[src/rtl/uart_tx_fifo.sv]
// uart_tx_fifo: memory-mapped UART transmitter with a small byte FIFO.
// Register window (cpu_address[3:2]): 0 TXDATA, 1 STATUS, 2 BAUDDIV, 3 reserved.
// Frames are 8N1, LSB first. Defining UART_TX_PARITY_EN inserts an even-parity
// bit between the data bits and the stop bit, and STATUS bit8 reads 1.
module uart_tx_fifo #(
    parameter int CLKS_PER_BIT = 868,
    parameter int FIFO_DEPTH   = 8,
    parameter int DIV_WIDTH    = 16
) (
    input  logic        clk,
    input  logic        reset,
    input  logic [31:0] cpu_address,
    input  logic [31:0] cpu_data,
    input  logic        write_enable,
    output logic [31:0] cout,
    output logic        tx,
    output logic        tx_busy,
    output logic        tx_empty_irq
);
    localparam int PTR_W = $clog2(FIFO_DEPTH);
    localparam int CNT_W = PTR_W + 1;
    localparam logic [CNT_W-1:0]     DEPTH_C = CNT_W'(FIFO_DEPTH);
    localparam logic [DIV_WIDTH-1:0] DIV_RST = DIV_WIDTH'(CLKS_PER_BIT);
    localparam logic [DIV_WIDTH-1:0] DIV_ONE = DIV_WIDTH'(1);

`ifdef UART_TX_PARITY_EN
    typedef enum logic [2:0] {S_IDLE, S_START, S_DATA, S_PARITY, S_STOP} state_t;
`else
    typedef enum logic [1:0] {S_IDLE, S_START, S_DATA, S_STOP} state_t;
`endif

    state_t               state_q, state_d;
    logic [7:0]           fifo_mem [FIFO_DEPTH];
    logic [PTR_W-1:0]     wr_ptr_q, wr_ptr_d;
    logic [PTR_W-1:0]     rd_ptr_q, rd_ptr_d;
    logic [CNT_W-1:0]     count_q, count_d;
    logic                 overflow_q, overflow_d;
    logic [DIV_WIDTH-1:0] baud_div_q, baud_div_d;
    logic [DIV_WIDTH-1:0] frame_div_q, frame_div_d;
    logic [DIV_WIDTH-1:0] baud_cnt_q, baud_cnt_d;
    logic [7:0]           shift_q, shift_d;
    logic [2:0]           bit_cnt_q, bit_cnt_d;
    logic                 tx_q, tx_d;
    logic                 irq_q, irq_d;
`ifdef UART_TX_PARITY_EN
    logic                 parity_q, parity_d;
`endif

    logic [1:0]  reg_sel;
    logic        wr_txdata, wr_status, wr_baud;
    logic        fifo_full, fifo_empty;
    logic        pop, push;
    logic [7:0]  head;
    logic        bit_done;
    logic [3:0]  count_sat;
    logic [31:0] status;
    logic        unused_bits;

    assign reg_sel     = cpu_address[3:2];
    assign wr_txdata   = write_enable && (reg_sel == 2'd0);
    assign wr_status   = write_enable && (reg_sel == 2'd1);
    assign wr_baud     = write_enable && (reg_sel == 2'd2);
    assign fifo_full   = (count_q == DEPTH_C);
    assign fifo_empty  = (count_q == '0);
    // Head is read asynchronously so the pop and the start bit share one edge.
    assign head        = fifo_mem[rd_ptr_q];
    assign bit_done    = (baud_cnt_q == '0);
    assign count_sat   = (32'(count_q) > 32'd15) ? 4'hF : 4'(count_q);
    assign unused_bits = ^{cpu_address[31:4], cpu_address[1:0], cpu_data};

    assign tx           = tx_q;
    assign tx_busy      = (state_q != S_IDLE) || !fifo_empty;
    assign tx_empty_irq = irq_q;

    // Next-state logic: frame sequencing, FIFO bookkeeping and register writes.
    always_comb begin
        state_d     = state_q;
        shift_d     = shift_q;
        bit_cnt_d   = bit_cnt_q;
        baud_cnt_d  = baud_cnt_q;
        frame_div_d = frame_div_q;
        tx_d        = tx_q;
        irq_d       = 1'b0;
        pop         = 1'b0;
`ifdef UART_TX_PARITY_EN
        parity_d    = parity_q;
`endif

        case (state_q)
            S_IDLE: begin
                if (!fifo_empty) begin
                    pop = 1'b1;
                end
            end
            S_START: begin
                if (bit_done) begin
                    state_d    = S_DATA;
                    tx_d       = shift_q[0];
                    bit_cnt_d  = 3'd0;
                    baud_cnt_d = frame_div_q - DIV_ONE;
                end else begin
                    baud_cnt_d = baud_cnt_q - DIV_ONE;
                end
            end
            S_DATA: begin
                if (bit_done) begin
                    baud_cnt_d = frame_div_q - DIV_ONE;
                    if (bit_cnt_q == 3'd7) begin
`ifdef UART_TX_PARITY_EN
                        state_d = S_PARITY;
                        tx_d    = parity_q;
`else
                        state_d = S_STOP;
                        tx_d    = 1'b1;
`endif
                    end else begin
                        shift_d   = {1'b0, shift_q[7:1]};
                        tx_d      = shift_q[1];
                        bit_cnt_d = bit_cnt_q + 3'd1;
                    end
                end else begin
                    baud_cnt_d = baud_cnt_q - DIV_ONE;
                end
            end
`ifdef UART_TX_PARITY_EN
            S_PARITY: begin
                if (bit_done) begin
                    state_d    = S_STOP;
                    tx_d       = 1'b1;
                    baud_cnt_d = frame_div_q - DIV_ONE;
                end else begin
                    baud_cnt_d = baud_cnt_q - DIV_ONE;
                end
            end
`endif
            S_STOP: begin
                if (bit_done) begin
                    if (!fifo_empty) begin
                        pop = 1'b1;
                    end else begin
                        state_d = S_IDLE;
                        irq_d   = 1'b1;
                    end
                end else begin
                    baud_cnt_d = baud_cnt_q - DIV_ONE;
                end
            end
            default: begin
                state_d = S_IDLE;
                tx_d    = 1'b1;
            end
        endcase

        // Starting a frame: the divider is sampled here, so later BAUDDIV
        // writes only take effect at the next frame.
        if (pop) begin
            state_d     = S_START;
            shift_d     = head;
            frame_div_d = baud_div_q;
            baud_cnt_d  = baud_div_q - DIV_ONE;
            tx_d        = 1'b0;
`ifdef UART_TX_PARITY_EN
            parity_d    = ^head;
`endif
        end

        // A pop in the same cycle frees a slot, so a push at full succeeds.
        push      = wr_txdata && (!fifo_full || pop);
        wr_ptr_d  = wr_ptr_q + PTR_W'(push);
        rd_ptr_d  = rd_ptr_q + PTR_W'(pop);
        count_d   = count_q + CNT_W'(push) - CNT_W'(pop);

        overflow_d = overflow_q;
        if (wr_txdata && fifo_full && !pop) begin
            overflow_d = 1'b1;
        end else if (wr_status && cpu_data[3]) begin
            overflow_d = 1'b0;
        end

        baud_div_d = baud_div_q;
        if (wr_baud) begin
            baud_div_d = (cpu_data[DIV_WIDTH-1:0] == '0) ? DIV_ONE : cpu_data[DIV_WIDTH-1:0];
        end
    end

    // FIFO storage: no reset, contents are only meaningful between the pointers.
    always_ff @(posedge clk) begin
        if (push) begin
            fifo_mem[wr_ptr_q] <= cpu_data[7:0];
        end
    end

    // State register; reset aborts any frame in progress and drops the line high.
    always_ff @(posedge clk or negedge reset) begin
        if (!reset) begin
            state_q     <= S_IDLE;
            wr_ptr_q    <= '0;
            rd_ptr_q    <= '0;
            count_q     <= '0;
            overflow_q  <= 1'b0;
            baud_div_q  <= DIV_RST;
            frame_div_q <= DIV_RST;
            baud_cnt_q  <= '0;
            shift_q     <= '0;
            bit_cnt_q   <= '0;
            tx_q        <= 1'b1;
            irq_q       <= 1'b0;
`ifdef UART_TX_PARITY_EN
            parity_q    <= 1'b0;
`endif
        end else begin
            state_q     <= state_d;
            wr_ptr_q    <= wr_ptr_d;
            rd_ptr_q    <= rd_ptr_d;
            count_q     <= count_d;
            overflow_q  <= overflow_d;
            baud_div_q  <= baud_div_d;
            frame_div_q <= frame_div_d;
            baud_cnt_q  <= baud_cnt_d;
            shift_q     <= shift_d;
            bit_cnt_q   <= bit_cnt_d;
            tx_q        <= tx_d;
            irq_q       <= irq_d;
`ifdef UART_TX_PARITY_EN
            parity_q    <= parity_d;
`endif
        end
    end

    // Register read mux for CPU loads.
    always_comb begin
        status       = 32'h0;
        status[0]    = fifo_full;
        status[1]    = fifo_empty;
        status[2]    = tx_busy;
        status[3]    = overflow_q;
        status[7:4]  = count_sat;
`ifdef UART_TX_PARITY_EN
        status[8]    = 1'b1;
`endif
        cout = 32'h0;
        case (reg_sel)
            2'd1:    cout = status;
            2'd2:    cout = 32'(baud_div_q);
            default: cout = 32'h0;
        endcase
    end
endmodule

[config.mk]
export PLATFORM = sky130hd
export DESIGN_NAME = uart_tx_fifo
export DESIGN_NICKNAME = d
export VERILOG_FILES = /design/src/rtl/uart_tx_fifo.sv
export SDC_FILE = /design/constraint.sdc
export NUM_CORES = 1
export LEC_CHECK = 0
export CORE_UTILIZATION = 30
export DETAILED_ROUTE_END_ITERATION = 8
export MAX_ROUTING_LAYER = met4
export PLACE_DENSITY = 0.55
export SYNTH_ARGS = -nofsm -noshare
export SYNTH_HDL_FRONTEND = slang
export SYNTH_SLANG_ARGS = --single-unit
[constraint.sdc]
create_clock -name clk -period 7.2 [get_ports clk]
set_clock_uncertainty 0.1 [all_clocks]
set_input_delay 1.44 -clock clk [delete_from_list [all_inputs] [get_ports clk]]
set_output_delay 1.44 -clock clk [all_outputs]
set_load 0.02 [all_outputs]
# Word-level counts from Yosys, hierarchy flattened
# Memory sizes are Yosys's and may differ from the RTL's.
# Index checks and enable logic that the tools add are counted.
# word_totals
register_bits	74
latchBits	0
ramBits	64
rom_bits	0
inputBits	67
wordCells	105
n_memories	1
# classes
addsub	8
multipliers	0
div_mod_pow	0
order_cmp	0
eq_ne	17
n_shift	0
mux	36
n_bitwise	0
n_reduce_logical	31
# mem_list
memory	words	width	rd	rd_ports_with_merged_regs	write_ports	line	source
fifo_mem	8	8	1	0	1	33	logic [7:0] fifo_mem [FIFO_DEPTH];
# ops
cell	count
16-bit two-way mux	4
16-bit case mux with 2 select lines	2
16-bit by 1-bit subtractor with 16-bit output, second input constant	3
16-bit zero test	2
8-bit two-way mux	4
3-bit inequality test, second input constant	6
1-bit two-way mux	13
2-bit two-way mux	6
2-bit nonzero test	5
3-bit two-way mux	3
2-bit inequality test, second input constant	4
1-bit logical AND	7
3-bit by 1-bit adder with 3-bit output	2
2-bit == test, second input constant	3
2-bit case mux with 3 select lines	1
3-bit case mux with 2 select lines	1
3-bit AND reduction	2
6-bit AND reduction	1
3-bit nonzero test	2
4-bit by 1-bit adder with 4-bit output	1
2-bit by 1-bit == test with 1-bit output, second input constant	2
4-bit == test, second input constant	1
2-bit zero test	2
4-bit zero test	1
10 further kinds	14

# Longest topological paths before layout
# logic_depth
ltp_word	8
ltp_mapped	14
depth_no_buf	12

# Least setup slack after synthesis
# Ideal clock, no wire load.
# synth_timing
path_type	input to output
from	input port cpu_address[2]
to	output port cout[7]
t_arrival_ps	2494
required_time_ps	5660
path_slack_ps	3166
stages	6
path_cell_list	inv_1 ha_1 clkbuf_1 clkbuf_1 a22oi_1 nor2b_1
# synth_via
elab_chain_len	2
# synth_rtl
element	line	source
start, declared	12	input logic [31:0] cpu_address,
2-bit == test or 2-bit by 1-bit == test with 1-bit output (tied branches)	242	case (reg_sel)
16-bit case mux with 2 select lines *	242	
end, declared	15	output logic [31:0] cout,
# Mark *: on every way between the ends. The rest lies on a longest branch, timed or not.

# Worst setup path after layout
# layout_timing
from	input port cpu_address[2]
to	output port cout[4]
# The elaborated chain is that of the path after synthesis.

==> reports/metrics.yaml <==
num-nets-final: 719
path_max_fanout: 17
cts_made_buffers: 17
async_flop_share_pct: 53.6
start_util_pct: 30.8
required_ns: 5.66
grt_max_degree: 75
finalPower_mw: 3.14
cp_slowest_cell: "clkdlybuf4s50_1"
portBuffers: 39
antenna_found_initial: 0
final_common_cell: "edfxtp_1"
synth-seq-cells: 138
cts_setup_buffers: 0
drive_above_1_share_pct: 15.0
maxCapViolations: 0
ctsResizeCount: 0
via_per_inst: 5.16
synth_ff_type: "edfxtp_1"
crit_top_cell: "clkdlybuf4s50_1"
diodes: 0
ys_types: 69
ys_warn_count: 0
grt.total_usage_pct: 14.8
num_rows: 56
io_pins: 102
grt_overflow: 0
postRouteAntennaNets: 0
slew_violations: 0
irDropWorstVdd_mv: 0.186
cpPeakStageDelay_ns: 0.61
max_freq_mhz: 200
tns_ns: 0
worst_setup_path_end_kind: "output pin"
syn_area_per_cell_um2: 12.3
fin_crit_sh_pct: 69.3
cts_sinks: 138
post_drt_wl_per_cell_um: 17.5
cts_tree: "built"
power_density_mw_per_mm2: 368
worst_slew_pin_slew_ns: 1.07
synth_cells: 595
synth_edf_count: 64
worst-setup-path-type: "in2out"
finalHoldViolations: 0
ctsHoldBuffers: 0
fp.dieW_um: 158
vias: 4953
die_h_um: 158
dieArea_mm2: 0.0250
setup_viol: 0
place_hpwl_mm: 11.7
core_area_mm2: 0.0237
rsz0062_at_grt: "false"
synth_sequential_area_ratio_pct: 51.9
cellLeakagePower_nw: 3.13
final_cell_mix: "edfxtp_1 (64), dfrtp_1 (63), clkdlybuf4s50_1 (38), mux2i_1 (29), nand2_1 (25)"
preCtsSetupSlack_ns: 2.22
route.detailed.drc: 0
relSlewSlack_pct: 28.7
worstPathCellList: "clkdlybuf4s50_1, inv_1, ha_1, a22oi_1, nor2b_1, clkdlybuf4s50_1"
worstPathArrival_ns: 3.45
r2r_slack_ns: 3.48
syn2layout_area_growth_pct: 16.9
timing.final.ws_setup_ns: 2.21
grt_pass1_wl_mm: 27.0
cts_buffer_depth: 2
dr.pass1.iters: 5
clk_latency_ns: 0.42
startpoint_type: "input port"
gp_congestion: 0.893
multi_input_area_mm2: 0.00323
cts_root_buf: "clkbuf_16"
grt_pass1_vias: 4949
nFillCells: 2325
ff_latch_area_mm2: 0.00379
htreeDepth: 4
wl_mm: 16.8
holdCritPathClass: "reg2reg"
first_iter_violations: 252
netlist_area_mm2: 0.00730
status: "completed"
min_period_ns: 4.99
clkTransAtPathRegs_ns: 0.06
==> registers in the layout (all words and copies together), names as in the netlist <==
| name | flops |
|---|---|
| tx_empty_irq | 1 |
| bit_cnt_q | 3 |
| count_q | 4 |
| rd_ptr_q | 3 |
| frame_div_q | 16 |
| shift_q | 8 |
| overflow_q | 1 |
| wr_ptr_q | 3 |
| tx | 1 |
| baud_cnt_q | 16 |
| fifo_mem | 64 |
| state_q | 2 |
| baud_div_q | 16 |
==> cell families after synthesis <==
logic type | after synthesis | share of synthesized area [%]
DFF | 138 | 51.9
other | 1 | 0.0514
buffers and inverters | 70 | 4.59
adders and majority gates | 24 | 4.22
and+or+nand+nor | 168 | 13.2
xor gates and xnor gates | 29 | 3.48
muxes | 75 | 13.5
AOI/OAI and AO/OA | 90 | 9.00
==> report_power, final <==
group | internal [mW] | switching (mW) | total (mW)
logic | 0.464 | 0.577 | 1.04
registers | 1.02 | 0.252 | 1.27
clock network | 0.494 | 0.340 | 0.834
==> stage by stage <==
stage,instance area [µm²],hold slack [ns],utilization [%],cells
after floorplan,7350,0.348,-,610
after global placement,7960,0.374,33.6,928
after detailed placement,7960,0.387,33.6,928
after CTS,8530,0.407,36.0,960
after global routing,8530,0.426,36.0,960
final,8530,0.400,36.0,960
==> worst paths after layout <==
path | startpoint | end | cells past startpoint
max | cpu_address[2] | cout[4] | 6
min | overflow_q | overflow_q | 2
max reg2reg | baud_cnt_q[0] | count_q[1] | 12
min reg2reg | overflow_q | overflow_q | 2
max in group asynchronous | reset | tx_empty_irq | 1
min in group asynchronous | reset | frame_div_q[15] | 1
==> per-layer routing <==
layer / global-route usage (%) / share of wire (%)
met5: - / 0
met4: 5.91 / 1.8
met3: 3.01 / 6.1
met2: 23.4 / 47
met1: 18.6 / 45
==> worst max-delay path: cells and delay by family <==
kind | cells | cell delay [ns]
buf+inv | 3 | 1.12
compound gates | 1 | 0.21
simple gates | 1 | 0.16
fa+ha+maj | 1 | 0.52
==> cell usage after synthesis (13+ instances only) <==
cell type	instances	area, µm²
buf_4	17	128
nand2_1	25	93.8
edfxtp_1	64	1920
mux2i_1	29	290
clkbuf_1	26	97.6
nor3_1	21	105
inv_1	19	71.3
xor2_1	16	140
dfrtp_1	63	1580
mux2_2	16	180
mux2_1	14	158
xnor2_1	13	114
nor4_1	20	125
ha_1	23	288
nand3_1	16	80.1
mux4_2	16	360
nor2_1	19	71.3
==> layout make-up <==
| cell class | instances | share of cell area (%) |
|---|---|---|
| sequential | 138 | 44.4 |
| inverter | 20 | 0.880 |
| tap | 319 | 4.68 |
| clock buffer | 21 | 5.78 |
| timing repair buffer | 49 | 5.43 |
| clock inverter | 11 | 0.968 |
| multi-input combinational | 402 | 37.9 |
(Power assumes the default switching activity.)
